## src/rtl/imem_cache.sv

```systemverilog
// Direct-mapped instruction cache, one 32-bit word per line, single outstanding fill.
// Define ICACHE_STATS_EN to build the saturating hit/miss counters; otherwise they read 0.
//
// state | meaning
// IDLE  | serve hits combinationally; a miss latches the fetch address
// FILL  | mem_rd held on latched address until mem_ready, then line written
module imem_cache #(
  parameter int INDEX_BITS = 4
) (
  input  logic        clk,
  input  logic        rst,
  input  logic        cpu_req,
  input  logic [15:0] cpu_addr,
  output logic [31:0] cpu_data,
  output logic        cpu_ready,
  input  logic        flush,
  output logic [15:0] mem_addr,
  output logic        mem_rd,
  input  logic [31:0] mem_data,
  input  logic        mem_ready,
  output logic [15:0] hit_count,
  output logic [15:0] miss_count
);

  localparam int LINES    = 1 << INDEX_BITS;
  localparam int TAG_BITS = 14 - INDEX_BITS;

  typedef enum logic {IDLE, FILL} state_t;

  state_t                state_q, state_d;
  logic [LINES-1:0]      valid_q;
  logic [TAG_BITS-1:0]   tag_q [LINES];
  logic [31:0]           data_q [LINES];
  logic [15:0]           fill_addr_q;
  logic                  flush_pend_q;
  logic                  fill_write;
  logic                  miss_take;

  logic [INDEX_BITS-1:0] req_idx, fill_idx;
  logic [TAG_BITS-1:0]   req_tag, fill_tag;

  assign req_idx  = cpu_addr[INDEX_BITS+1:2];
  assign req_tag  = cpu_addr[15:INDEX_BITS+2];
  assign fill_idx = fill_addr_q[INDEX_BITS+1:2];
  assign fill_tag = fill_addr_q[15:INDEX_BITS+2];

  always_comb begin
    state_d    = state_q;
    cpu_ready  = 1'b0;
    cpu_data   = '0;
    mem_rd     = 1'b0;
    mem_addr   = '0;
    fill_write = 1'b0;
    miss_take  = 1'b0;
    case (state_q)
      IDLE: begin
        if (cpu_req && !flush) begin
          if (valid_q[req_idx] && (tag_q[req_idx] == req_tag)) begin
            cpu_ready = 1'b1;
            cpu_data  = data_q[req_idx];
          end else begin
            miss_take = 1'b1;
            state_d   = FILL;
          end
        end
      end
      FILL: begin
        mem_rd   = 1'b1;
        mem_addr = fill_addr_q;
        if (mem_ready) begin
          // a flush seen at any point of the fill poisons the returning word
          fill_write = !flush && !flush_pend_q;
          state_d    = IDLE;
        end
      end
      default: state_d = IDLE;
    endcase
  end

  always_ff @(posedge clk or negedge rst) begin
    if (!rst) begin
      state_q      <= IDLE;
      valid_q      <= '0;
      fill_addr_q  <= '0;
      flush_pend_q <= 1'b0;
    end else begin
      state_q <= state_d;
      if (miss_take) begin
        fill_addr_q  <= cpu_addr & 16'hFFFC;
        flush_pend_q <= 1'b0;
      end else if (state_q == FILL && flush) begin
        flush_pend_q <= 1'b1;
      end
      if (flush) begin
        valid_q <= '0;
      end else if (fill_write) begin
        valid_q[fill_idx] <= 1'b1;
      end
    end
  end

  always_ff @(posedge clk) begin
    if (fill_write) begin
      tag_q[fill_idx]  <= fill_tag;
      data_q[fill_idx] <= mem_data;
    end
  end

`ifdef ICACHE_STATS_EN
  logic [15:0] hit_cnt_q, miss_cnt_q;

  always_ff @(posedge clk or negedge rst) begin
    if (!rst) begin
      hit_cnt_q  <= '0;
      miss_cnt_q <= '0;
    end else begin
      if (cpu_ready && hit_cnt_q != 16'hFFFF) hit_cnt_q <= hit_cnt_q + 16'd1;
      if (miss_take && miss_cnt_q != 16'hFFFF) miss_cnt_q <= miss_cnt_q + 16'd1;
    end
  end

  assign hit_count  = hit_cnt_q;
  assign miss_count = miss_cnt_q;
`else
  assign hit_count  = '0;
  assign miss_count = '0;
`endif

endmodule

```

## config.mk

```make
export PLATFORM = sky130hd
export DESIGN_NAME = imem_cache
export DESIGN_NICKNAME = d
export VERILOG_FILES = /design/src/rtl/imem_cache.sv
export SDC_FILE = /design/constraint.sdc
export NUM_CORES = 1
export LEC_CHECK = 0
export CAP_MARGIN = 20
export CORE_ASPECT_RATIO = 1.25
export CORE_MARGIN = 4
export CORE_UTILIZATION = 40
export DETAILED_ROUTE_END_ITERATION = 16
export PLACE_DENSITY_LB_ADDON = 0.2
export SYNTH_ARGS = -nofsm -noshare
export SYNTH_HDL_FRONTEND = slang
export SYNTH_SLANG_ARGS = --single-unit
export TNS_END_PERCENT = 50
```

## constraint.sdc

```tcl
create_clock -name clk -period 6.1 [get_ports clk]
set_input_delay 1.22 -clock clk [delete_from_list [all_inputs] [get_ports clk]]
set_output_delay 1.22 -clock clk [all_outputs]
set_load 0.05 [all_outputs]
```

==> metrics.csv, run 1 <==
stage,metric,value,unit
cts,cts.htree.levels,3,
setup_path,timing.critical_path.slowest_cell_delay,0.72,ns
power_and_ir_drop,p_per_area,314.6,nW/um^2
global_route,first_global_vias,13917,
global_route,grt.overflow.total,0,
routing,route.met3.wl,2.409,mm
synthesis,ys_top_cells_by_count,"672 x sky130_fd_sc_hd__edfxtp_1, 186 x sky130_fd_sc_hd__mux4_2, 48 x sky130_fd_sc_hd__nor2_1",
power_and_ir_drop,intPower,8.040,mW
floorplanning,placementRows,108,
synthesis,synth_top_flop_cell,sky130_fd_sc_hd__edfxtp_1,
synthesis,cell_area_synth,27980,um^2
timing,timing.final.setup_violations,0,
synthesis,synthTopCellsByArea,"sky130_fd_sc_hd__edfxtp_1 72%, sky130_fd_sc_hd__mux4_2 15%, sky130_fd_sc_hd__dfrtp_1 2.9%",
place,io_buffer_count,98,
synthesis,ys_ff_latch,704,
floorplanning,io_pins,135,
setup_path,cp_cell_sequence,"clkdlybuf4s50_1, buf_4, mux4_2, a221oi_2, xor2_1, inv_1, nor4_4, nand3_4, buf_4, nor2b_1, buf_12",
setup_path,crit_path_frequent_cell,sky130_fd_sc_hd__buf_4,
floorplanning,core-area,69320,um^2
synthesis,synth_edf_count,672,
setup_path,critical_path_peak_fanout,15,
floorplanning,fp.dieArea,74280,um^2
cts,clkTransAtPathRegs,0.06,ns
floorplanning,initial_util,40.37,%
power_and_ir_drop,pwr-share-clk,39.9,%
final_layout,fin_area,32680,um^2
setup_path,r2r_setup_slack,3.02,ns
power_and_ir_drop,static-leakage-power,10.43,nW
cts,postCtsSetupBuffers,0,
timing,final_period_minus_worst_setup_slack,5.586,ns
place,detailed_place.area,30510,um^2
final_layout,synthToLayoutAreaGrowth,16.77,%
setup_path,rr_endpoint,data_q[8][9],
timing,grt_setup_unrepaired,false,
cts,clk_root_buffer_cell,sky130_fd_sc_hd__clkbuf_16,
setup_path,cpMaxStageDelayCell,sky130_fd_sc_hd__clkdlybuf4s50_1,
timing,clk_skew,0.01233,ns
setup_path,r2r_cells,5,
setup_path,required,4.88,ns
timing,clock.fmax,179.0,MHz
routing,detail_route.wirelength.met1,25.91,mm
synthesis,syn_inst,1295,
power_and_ir_drop,seqPwrFrac,53.8,%
synthesis,synthesis.yosys.warnings,0,
hold_path,destination_of_the_worst_hold_path,valid_q[10],
routing,via_count,13134,
routing,drc_errors,0,
global_route,groute.usage.overall,17.23,%
timing,layout_worst_path_cycle_share,91.57,%
routing,route.final.wire_length,63.74,mm
timing,timing.final.hold_violations,0,
setup_path,crit-reg2reg-launch,state_q,
routing,routed_wire_length_per_instance,26.32,um
floorplanning,die_height,303.7,um
synthesis,netlist-cell-type-count,54,
cts,cts.repair.resized,0,
cts,cts_tree,done,
power_and_ir_drop,power_share_of_the_combinational_group,6.3,%
hold_path,worstHoldStart,valid_q[10],
final_layout,nNetsFinal,1487,
setup_path,worst_ep_arrival_time,4.37,ns
routing,drt-initial-drc-count,1164,
routing,avgViaCountPerCell,5.423,
power_and_ir_drop,irDropWorstVdd,0.1935,mV
synthesis,synth_top_cell_area_share,72.11,%
setup_path,worstSetupEndpointType,primary output,
setup_path,startpoint_type,primary input,
hold_path,hp-class,reg -> reg,
timing,slew_viol_final,0,
global_route,antenna_found_initial,0,
routing,detailroute.wirelength.met2,34.29,mm
place,gpl.final_weighted_congestion,0.7693,
run_status,status,completed,
cts,cts.sinks,704,
hold_path,whs_path_depth,2,
floorplanning,die_x,244.6,um
power_and_ir_drop,sw_frac_of_total,21.79,%
power_and_ir_drop,power.switching,2.240,mW
place,detailed_place_hpwl,33.51,mm
routing,drtAntennaViolNets,0,
synthesis,netlist.top_cell.by_area,sky130_fd_sc_hd__edfxtp_1,
synthesis,synthesis.area_per_instance,21.61,um^2
final_layout,antennaDiodeCount,0,
cts,clk-insertion-delay-late,0.59,ns
routing,route.top_layer_used,met4,
global_route,largest_net_degree_at_the_start_of_global_routing,77,
global_route,first_pass_grt_wire_length,94.37,mm
cts,cts_made_buffers,68,
synthesis,synth_sequential_area_ratio,74.97,%
timing,worstMarginPinSlew,1.005,ns
timing,fin_tns_setup,0,ns
cts,cts_max_path_buffers,3,
routing,drt-pass1-iter-count,5,
cts,holdBufCountCts,0,
timing,max_slew_margin,33.00,%
flow_run,drv_cap,0,
setup_path,worstSetupPathType,in -> out,
synthesis,postSynth.asyncResetShare,4.545,%
final_layout,layout-drive-gt1-share,28.24,%
synthesis,yosys.cell_count.top_type,sky130_fd_sc_hd__edfxtp_1,
[layer usage]
metal,GRT usage (%),up-vias
met1,22.44,7130
met4,4.712,0
li1,-,5596
met3,2.117,76
met2,30.65,332
met5,0,-
[kinds of logic after synthesis]
family,after synthesis,synth area share (%)
flip-flops,704,74.97
multiplexers,231,16.64
AND/OR/NAND/NOR,169,3.756
buffers and inverters,110,2.406
AO/OA/AOI/OAI,66,1.775
XOR/XNOR,14,0.4382
other,1,0.01340
[power by group through the flow]
stage / sequential, mW / combinational [mW] / clock [mW]
2_1_floorplan: 5.57 / 0.454 / 0
3_3_place_gp: 5.62 / 0.651 / 0
3_5_place_dp: 5.63 / 0.657 / 0
4_1_cts: 5.53 / 0.659 / 4.22
5_1_grt: 5.54 / 0.693 / 4.41
6_report: 5.53 / 0.649 / 4.11
[worst max-delay path: cells and delay by family]
| family | cells | cell delay (ns) |
|---|---|---|
| xor gates and xnor gates | 1 | 0.22 |
| AOI/OAI and AO/OA | 1 | 0.31 |
| buffers and inverters | 5 | 1.57 |
| and+or+nand+nor | 3 | 0.67 |
| muxes | 1 | 0.34 |
[area by class of cell]
| cell class | count | area [um^2] |
|---|---|---|
| clock buffer | 86 | 1812 |
| clock inverter | 37 | 355.3 |
| fill | 5741 | 36650 |
| inverter | 5 | 20.02 |
| multi-input combinational | 514 | 6564 |
| sequential | 704 | 20980 |
| tap | 935 | 1170 |
| timing repair buffer | 141 | 1775 |
[sequential cells by signal (all words and copies together), names as in the netlist]
register      cells
tag_q           160
state_q           1
data_q          512
flush_pend_q      1
valid_q          16
fill_addr_q      14
[placed cells by master, fill, tap and decap left out, drive strengths merged, types with 2 or more instances in the layout]
cell type and instances:
clkinv 31, mux4 187, inv 5, edfxtp 672
a221oi 6, nand4 2, xnor2 7, a22oi 21
and2 17, nand2 7, a21oi 5, nor2 48
nand3b 3, conb 34, clkbuf 86, nor3 5
buf 79, nand4b 14, nand3 17, nor2b 36
xor2 7, a211oi 2, o21ai 18, mux2i 44
a22o 5, clkdlybuf4s50 62, dfrtp 32, bufinv 6
nand2b 3, and3 13, a32oi 2
[worst max path at each step]
stage                           start           end  slack [ns]  depth (start not counted)
after floorplan                 flush  data_q[0][0]        0.55                          5
after global placement    cpu_addr[5]   cpu_data[1]        0.44                         11
after detailed placement  cpu_addr[5]   cpu_data[1]        0.48                         11
after CTS                 cpu_addr[5]  cpu_data[31]        0.47                         11
after global routing      cpu_addr[5]  cpu_data[31]        0.31                         11
final                     cpu_addr[5]  cpu_data[31]        0.51                         11
[stage by stage]
step	instances	hold WS, ns	setup slack (ns)	power, mW	utilization [%]
finish	2422	0.4946	0.5141	10.28	47.14
global route	2422	0.5110	0.3063	10.64	47.14
CTS	2422	0.4968	0.4748	10.40	47.14
detailed placement	2299	0.4827	0.4846	6.290	44.01
global placement	2299	0.4776	0.4385	6.274	44.01
floorplan	1328	0.4608	0.5487	6.027	-
No activity file was read; power rests on OpenSTA's default activity.
==> run 2, diff against run 1 <==
--- a/config.mk
+++ b/config.mk
@@ -7,7 +7,6 @@
 export LEC_CHECK = 0
 export CAP_MARGIN = 20
 export CORE_ASPECT_RATIO = 1.25
-export CORE_MARGIN = 4
 export CORE_UTILIZATION = 40
 export DETAILED_ROUTE_END_ITERATION = 16
 export PLACE_DENSITY_LB_ADDON = 0.2
==> metrics.csv, run 2 (synthesis gave the netlist of run 1 again) <==
stage,metric,value,unit,change
timing,layout_worst_path_cycle_share,92.41,%,was 91.57%
global_route,grt.overflow.total,0,,unchanged
power_and_ir_drop,p_per_area,321.1,nW/um^2,was 314.6 nW/um^2
floorplanning,io_pins,135,,unchanged
power_and_ir_drop,static-leakage-power,10.51,nW,was 10.43 nW
floorplanning,die_height,297.7,um,was 303.7 um
routing,drt-initial-drc-count,1134,,was 1164
final_layout,largest_register,data_q,,unchanged
timing,clk_skew,0.02325,ns,was 0.01233 ns
hold_path,hp-class,reg -> reg,,unchanged
global_route,largest_net_degree_at_the_start_of_global_routing,78,,was 77
cts,clk_root_buffer_cell,sky130_fd_sc_hd__clkbuf_16,,unchanged
cts,cts.repair.resized,0,,unchanged
floorplanning,fp.dieArea,71030,um^2,was 74280 um^2
global_route,groute.usage.overall,18.33,%,was 17.23%
cts,cts.htree.levels,3,,unchanged
place,io_buffer_count,98,,unchanged
cts,postCtsSetupBuffers,0,,unchanged
setup_path,startpoint_type,primary input,,unchanged
timing,fin_tns_setup,0,ns,unchanged
timing,final_period_minus_worst_setup_slack,5.637,ns,was 5.586 ns
routing,via_count,13063,,was 13134
place,detailed_place_hpwl,34.06,mm,was 33.51 mm
floorplanning,placementRows,108,,unchanged
place,gpl.final_weighted_congestion,0.7808,,was 0.7693
final_layout,fin_area,32880,um^2,was 32680 um^2
power_and_ir_drop,seqPwrFrac,52.4,%,was 53.8%
place,detailed_place.area,30550,um^2,was 30510 um^2
cts,clkTransAtPathRegs,0.06,ns,about the same
setup_path,critical_path_peak_fanout,17,,was 15
routing,drc_errors,0,,unchanged
cts,holdBufCountCts,0,,unchanged
place,dp_cells,2299,,unchanged
final_layout,nNetsFinal,1489,,was 1487
floorplanning,die_x,238.6,um,was 244.6 um
routing,drt-pass1-iter-count,7,,was 5
cts,cts_tree,done,,unchanged
power_and_ir_drop,irDropWorstVdd,0.2196,mV,was 0.1935 mV
global_route,antenna_found_initial,3,,was 0
setup_path,worst_ep_arrival_time,4.42,ns,was 4.37 ns
run_status,status,completed,,unchanged
timing,timing.final.setup_violations,0,,unchanged
final_layout,num-fill-cells,5705,,was 5741
timing,clock.fmax,177.4,MHz,was 179.0 MHz
routing,routed_wire_length_per_instance,26.04,um,was 26.32 um
routing,drtAntennaViolNets,0,,unchanged
timing,grt_setup_unrepaired,false,,unchanged
final_layout,most-common-layout-cells,"672 x sky130_fd_sc_hd__edfxtp_1, 186 x sky130_fd_sc_hd__mux4_2, 73 x sky130_fd_sc_hd__clkbuf_16",,"was 672 x sky130_fd_sc_hd__edfxtp_1, 186 x sky130_fd_sc_hd__mux4_2, 70 x sky130_fd_sc_hd__clkbuf_16"
final_layout,final_cells,2429,,was 2422
routing,route.final.wire_length,63.24,mm,was 63.74 mm
cts,cts_made_buffers,70,,was 68
setup_path,worstSetupEndpointType,primary output,,unchanged
cts,cts_max_path_buffers,3,,unchanged
timing,timing.final.hold_violations,0,,unchanged
timing,worstMarginPinSlew,0.9926,ns,was 1.005 ns
flow_run,drv_cap,0,,unchanged
final_layout,largest_register_ffs,512,,unchanged
final_layout,reg.largest.list,"data_q: 512 flops, tag_q: 160 flops, valid_q: 16 flops",,unchanged
timing,max_slew_margin,33.67,%,was 33.00%
power_and_ir_drop,pwr-share-clk,41.5,%,was 39.9%
power_and_ir_drop,sw_frac_of_total,21.83,%,was 21.79%
global_route,first_pass_grt_wire_length,93.54,mm,was 94.37 mm
final_layout,postLayoutCoreUtil,47.43,%,was 47.14%
final_layout,layout_commonest_cell,sky130_fd_sc_hd__edfxtp_1,,unchanged
final_layout,synthToLayoutAreaGrowth,17.50,%,was 16.77%
floorplanning,initial_util,40.37,%,unchanged
power_and_ir_drop,power_share_of_the_combinational_group,6.1,%,was 6.3%
power_and_ir_drop,power.switching,2.304,mW,was 2.240 mW
timing,slew_viol_final,0,,unchanged
routing,avgViaCountPerCell,5.378,,was 5.423
floorplanning,core-area,69320,um^2,unchanged
cts,clk-insertion-delay-late,0.61,ns,was 0.59 ns
global_route,first_global_vias,13759,,was 13917
power_and_ir_drop,intPower,8.253,mW,was 8.040 mW
power_and_ir_drop,p_total,10.56,mW,was 10.28 mW
setup_path,worstSetupPathType,in -> out,,unchanged
setup_path,required,4.88,ns,about the same
cts,cts.sinks,704,,unchanged
final_layout,layout-drive-gt1-share,28.49,%,was 28.24%
## run 2: power groups by stage
stage | combinational, mW | clock [mW] | sequential, mW
final | 0.648 | 4.38 | 5.53
after global routing | 0.695 | 4.63 | 5.54
after CTS | 0.660 | 4.48 | 5.53
after detailed placement | 0.658 | 0 | 5.63
after global placement | 0.651 | 0 | 5.63
after floorplan | 0.454 | 0 | 5.57
## run 2: layout make-up
type	count	area, um^2	area share, %
flip-flops and latches	704	20980	63.81
multi-input cells	514	6564	19.96
clock buffers	85	1872	5.693
repair buffers	141	1813	5.514
well taps	935	1170	3.558
clock inverters	43	456.7	1.389
inverters	5	20.02	0.06089
diodes	2	5.005	0.01522
## run 2: per-layer routing
metal	vias up	track usage, %	part of all wire [%]
met4	2	5.800	2.1
met5	-	0	0.019
met1	7060	24.28	42
li1	5604	-	-
met2	317	31.29	52
met3	80	2.511	3.7
## run 2: metrics by stage
| step | setup WS, ns | hold slack (ns) |
|---|---|---|
| finish | 0.4630 | 0.5021 |
| global route | 0.2761 | 0.5120 |
| CTS | 0.3686 | 0.5013 |
| detailed placement | 0.3785 | 0.4872 |
| global placement | 0.3772 | 0.4729 |
| floorplan | 0.5487 | 0.4608 |
## run 2: final timing paths
check                       startpoint         endpoint  slack (ns)  depth (start not counted)
max                        cpu_addr[5]      cpu_data[0]        0.46                         10
min                         valid_q[9]       valid_q[9]        0.50                          2
max reg2reg                    state_q      tag_q[9][4]        2.91                          5
min reg2reg                 valid_q[9]       valid_q[9]        0.50                          2
max in group asynchronous          rst       valid_q[6]        4.74                          2
min in group asynchronous          rst  fill_addr_q[12]        1.05                          2
## run 2: critical path, cell delays in order
cell	delay [ns]
sky130_fd_sc_hd__clkdlybuf4s50_1	0.78
sky130_fd_sc_hd__clkinv_2	0.33
sky130_fd_sc_hd__mux2i_1	0.18
sky130_fd_sc_hd__a21oi_1	0.39
sky130_fd_sc_hd__xor2_1	0.23
sky130_fd_sc_hd__nor4_4	0.39
sky130_fd_sc_hd__nand3_4	0.15
sky130_fd_sc_hd__buf_4	0.26
sky130_fd_sc_hd__nor2b_1	0.26
sky130_fd_sc_hd__buf_12	0.17
==> run 3, diff against run 2 <==
--- a/config.mk
+++ b/config.mk
@@ -6,7 +6,7 @@
 export NUM_CORES = 1
 export LEC_CHECK = 0
 export CAP_MARGIN = 20
-export CORE_ASPECT_RATIO = 1.25
+export CORE_MARGIN = 2
 export CORE_UTILIZATION = 40
 export DETAILED_ROUTE_END_ITERATION = 16
 export PLACE_DENSITY_LB_ADDON = 0.2
==> metrics.csv, run 3 (synthesis gave the netlist of run 1 again) <==
stage,metric,value,unit,change
run_status,status,completed,,unchanged
final_layout,synthToLayoutAreaGrowth,16.99,%,was 17.50%
timing,slew_viol_final,0,,unchanged
setup_path,worstSetupEndpointType,primary output,,unchanged
timing,clock.fmax,174.9,MHz,was 177.4 MHz
floorplanning,fp.dieArea,72090,um^2,was 71030 um^2
place,gpl.final_weighted_congestion,0.7740,,was 0.7808
timing,clk_skew,0.01564,ns,was 0.02325 ns
routing,route.met3.wl,2.795,mm,was 2.341 mm
cts,cts_tree,done,,unchanged
setup_path,worstSetupPathType,in -> out,,unchanged
timing,layout_worst_path_cycle_share,93.74,%,was 92.41%
setup_path,cpMaxStageDelayCell,sky130_fd_sc_hd__clkdlybuf4s50_1,,unchanged
setup_path,critical_path_peak_fanout,19,,was 17
hold_path,hp-class,reg -> reg,,unchanged
power_and_ir_drop,p_total,10.40,mW,was 10.56 mW
power_and_ir_drop,irDropWorstVdd,0.1666,mV,was 0.2196 mV
floorplanning,core-area,68950,um^2,was 69320 um^2
setup_path,timing.critical_path.slowest_cell_delay,0.84,ns,was 0.78 ns
timing,timing.final.hold_violations,0,,unchanged
final_layout,area_used_by_multi_input_combinational_logic,6564,um^2,unchanged
routing,route.top_layer_used,met4,,was met5
final_layout,antennaDiodeCount,0,,was 2
routing,route.final.wire_length,63.42,mm,was 63.24 mm
routing,drt-initial-drc-count,1279,,was 1134
routing,detailroute.wirelength.met2,31.40,mm,was 32.86 mm
flow_run,drv_cap,0,,unchanged
global_route,grt.overflow.total,0,,unchanged
timing,grt_setup_unrepaired,false,,unchanged
timing,final_period_minus_worst_setup_slack,5.718,ns,was 5.637 ns
setup_path,cp_cell_sequence,"clkdlybuf4s50_1, buf_4, mux4_2, a221oi_2, xor2_1, inv_1, nor4_4, nand3_4, buf_4, nor2b_1, buf_12",,"was clkdlybuf4s50_1, clkinv_2, mux2i_1, a21oi_1, xor2_1, nor4_4, nand3_4, buf_4, nor2b_1, buf_12"
final_layout,largest_register_ffs,512,,unchanged
routing,avgViaCountPerCell,5.462,,was 5.378
routing,via_count,13229,,was 13063
cts,holdBufCountCts,0,,unchanged
power_and_ir_drop,p_per_area,317.6,nW/um^2,was 321.1 nW/um^2
routing,detail_route.wirelength.met1,28.24,mm,was 26.67 mm
setup_path,startpoint_type,primary input,,unchanged
routing,drtAntennaViolNets,0,,unchanged
final_layout,layout-drive-gt1-share,28.17,%,was 28.49%
routing,drc_errors,0,,unchanged
setup_path,crit_path_frequent_cell,sky130_fd_sc_hd__buf_4,,
routing,drt-pass1-iter-count,5,,was 7
place,io_buffer_count,98,,unchanged
final_layout,nNetsFinal,1491,,was 1489
setup_path,required,4.88,ns,about the same
timing,fin_tns_setup,0,ns,unchanged
cts,cts.htree.levels,3,,unchanged
timing,worstMarginPinSlew,1.002,ns,was 0.9926 ns
cts,cts_max_path_buffers,3,,unchanged
final_layout,layout_commonest_cell,sky130_fd_sc_hd__edfxtp_1,,unchanged
timing,max_slew_margin,33.18,%,was 33.67%
final_layout,final-seq-area,20980,um^2,unchanged
cts,cts.repair.resized,0,,unchanged
global_route,antenna_found_initial,1,,was 3
cts,cts.sinks,704,,unchanged
global_route,first_global_vias,13712,,was 13759
place,detailed_place_hpwl,32.98,mm,was 34.06 mm
timing,timing.final.setup_violations,0,,unchanged
global_route,first_pass_grt_wire_length,92.76,mm,was 93.54 mm
cts,cts_made_buffers,73,,was 70
floorplanning,die_height,268.5,um,was 297.7 um
cts,clk-insertion-delay-late,0.59,ns,was 0.61 ns
cts,postCtsSetupBuffers,0,,unchanged
floorplanning,initial_util,40.59,%,was 40.37%
setup_path,worst_ep_arrival_time,4.50,ns,was 4.42 ns
final_layout,most-common-layout-cells,"672 x sky130_fd_sc_hd__edfxtp_1, 186 x sky130_fd_sc_hd__mux4_2, 75 x sky130_fd_sc_hd__clkbuf_16",,"was 672 x sky130_fd_sc_hd__edfxtp_1, 186 x sky130_fd_sc_hd__mux4_2, 73 x sky130_fd_sc_hd__clkbuf_16"
floorplanning,placementRows,96,,was 108
floorplanning,io_pins,135,,unchanged
global_route,largest_net_degree_at_the_start_of_global_routing,61,,was 78
final_layout,largest_register,data_q,,unchanged
final_layout,reg.largest.list,"data_q: 512 flops, tag_q: 160 flops, valid_q: 16 flops",,unchanged
setup_path,critPathTopFamily,buffers and inverters,,unchanged
floorplanning,die_x,268.5,um,was 238.6 um
setup_path,worstPathBufferInverterCount,5,,was 4
final_layout,num-fill-cells,5693,,was 5705
timing,final.hold.worst_slack,0.4952,ns,was 0.5021 ns
power_and_ir_drop,static-leakage-power,10.45,nW,was 10.51 nW
routing,routed_wire_length_per_instance,26.18,um,was 26.04 um
cts,clk_root_buffer_cell,sky130_fd_sc_hd__clkbuf_16,,unchanged
global_route,groute.usage.overall,17.94,%,was 18.33%
cts,clkTransAtPathRegs,0.05,ns,was 0.06 ns
run 3: changes by cell type in the layout (fill, tap and decap cells not counted), moves of 2 or more:
cell                        previous run  this run
sky130_fd_sc_hd__buf_12               47        44
sky130_fd_sc_hd__buf_4                30        32
sky130_fd_sc_hd__bufinv_16             9         5
sky130_fd_sc_hd__clkbuf_1             12        17
sky130_fd_sc_hd__clkbuf_16            73        75
sky130_fd_sc_hd__diode_2               2         0
run 3: where the power goes:
group | switching (mW) | internal [mW] | leakage (nW)
Combinational | 0.390 | 0.261 | 2.91
Sequential | 0.114 | 5.41 | 6.45
Clock | 1.76 | 2.46 | 1.09
run 3: worst paths after layout:
check | from | endpoint | slack, ns | cells past startpoint
setup / recovery | cpu_addr[5] | cpu_data[0] | 0.38 | 11
hold / removal | valid_q[13] | valid_q[13] | 0.50 | 2
setup reg to reg | state_q | data_q[3][10] | 2.94 | 5
hold reg to reg | valid_q[13] | valid_q[13] | 0.50 | 2
max in group asynchronous | rst | valid_q[13] | 4.72 | 2
min in group asynchronous | rst | fill_addr_q[9] | 1.04 | 2
run 3: cell type report:
type                            instances  share of cell area, %
Sequential cell                       704                  64.09
Multi-Input combinational cell        514                  20.05
Clock buffer                           92                  5.928
Timing Repair Buffer                  140                  5.400
Tap cell                              931                  3.558
Clock inverter                         36                 0.9173
Inverter                                5                0.06115
run 3: through the flow:
step                      cell area (um^2)  setup WS [ns]  std cells  utilization, %
final                                32740         0.3820       2422           47.48
after global routing                 32740         0.2819       2422           47.48
after CTS                            32740         0.3693       2422           47.48
after detailed placement             30500         0.3838       2294           44.23
after global placement               30500         0.4644       2294           44.23
after floorplan                      28110         0.5487       1328               -
run 3: routing by layer:
| layer | vias up | global-route usage, % |
|---|---|---|
| met1 | 7216 | 25.53 |
| met4 | 0 | 4.715 |
| met2 | 325 | 28.94 |
| li1 | 5616 | - |
| met3 | 72 | 3.023 |
| met5 | - | 0 |
run 3: worst register-to-register path: stages (launching register included):
cell	delay (ns)
sky130_fd_sc_hd__dfrtp_1	0.73
sky130_fd_sc_hd__nor4b_1	0.49
sky130_fd_sc_hd__nor2b_1	0.23
sky130_fd_sc_hd__nand2b_1	0.24
sky130_fd_sc_hd__nor2_4	0.69
sky130_fd_sc_hd__buf_4	0.45
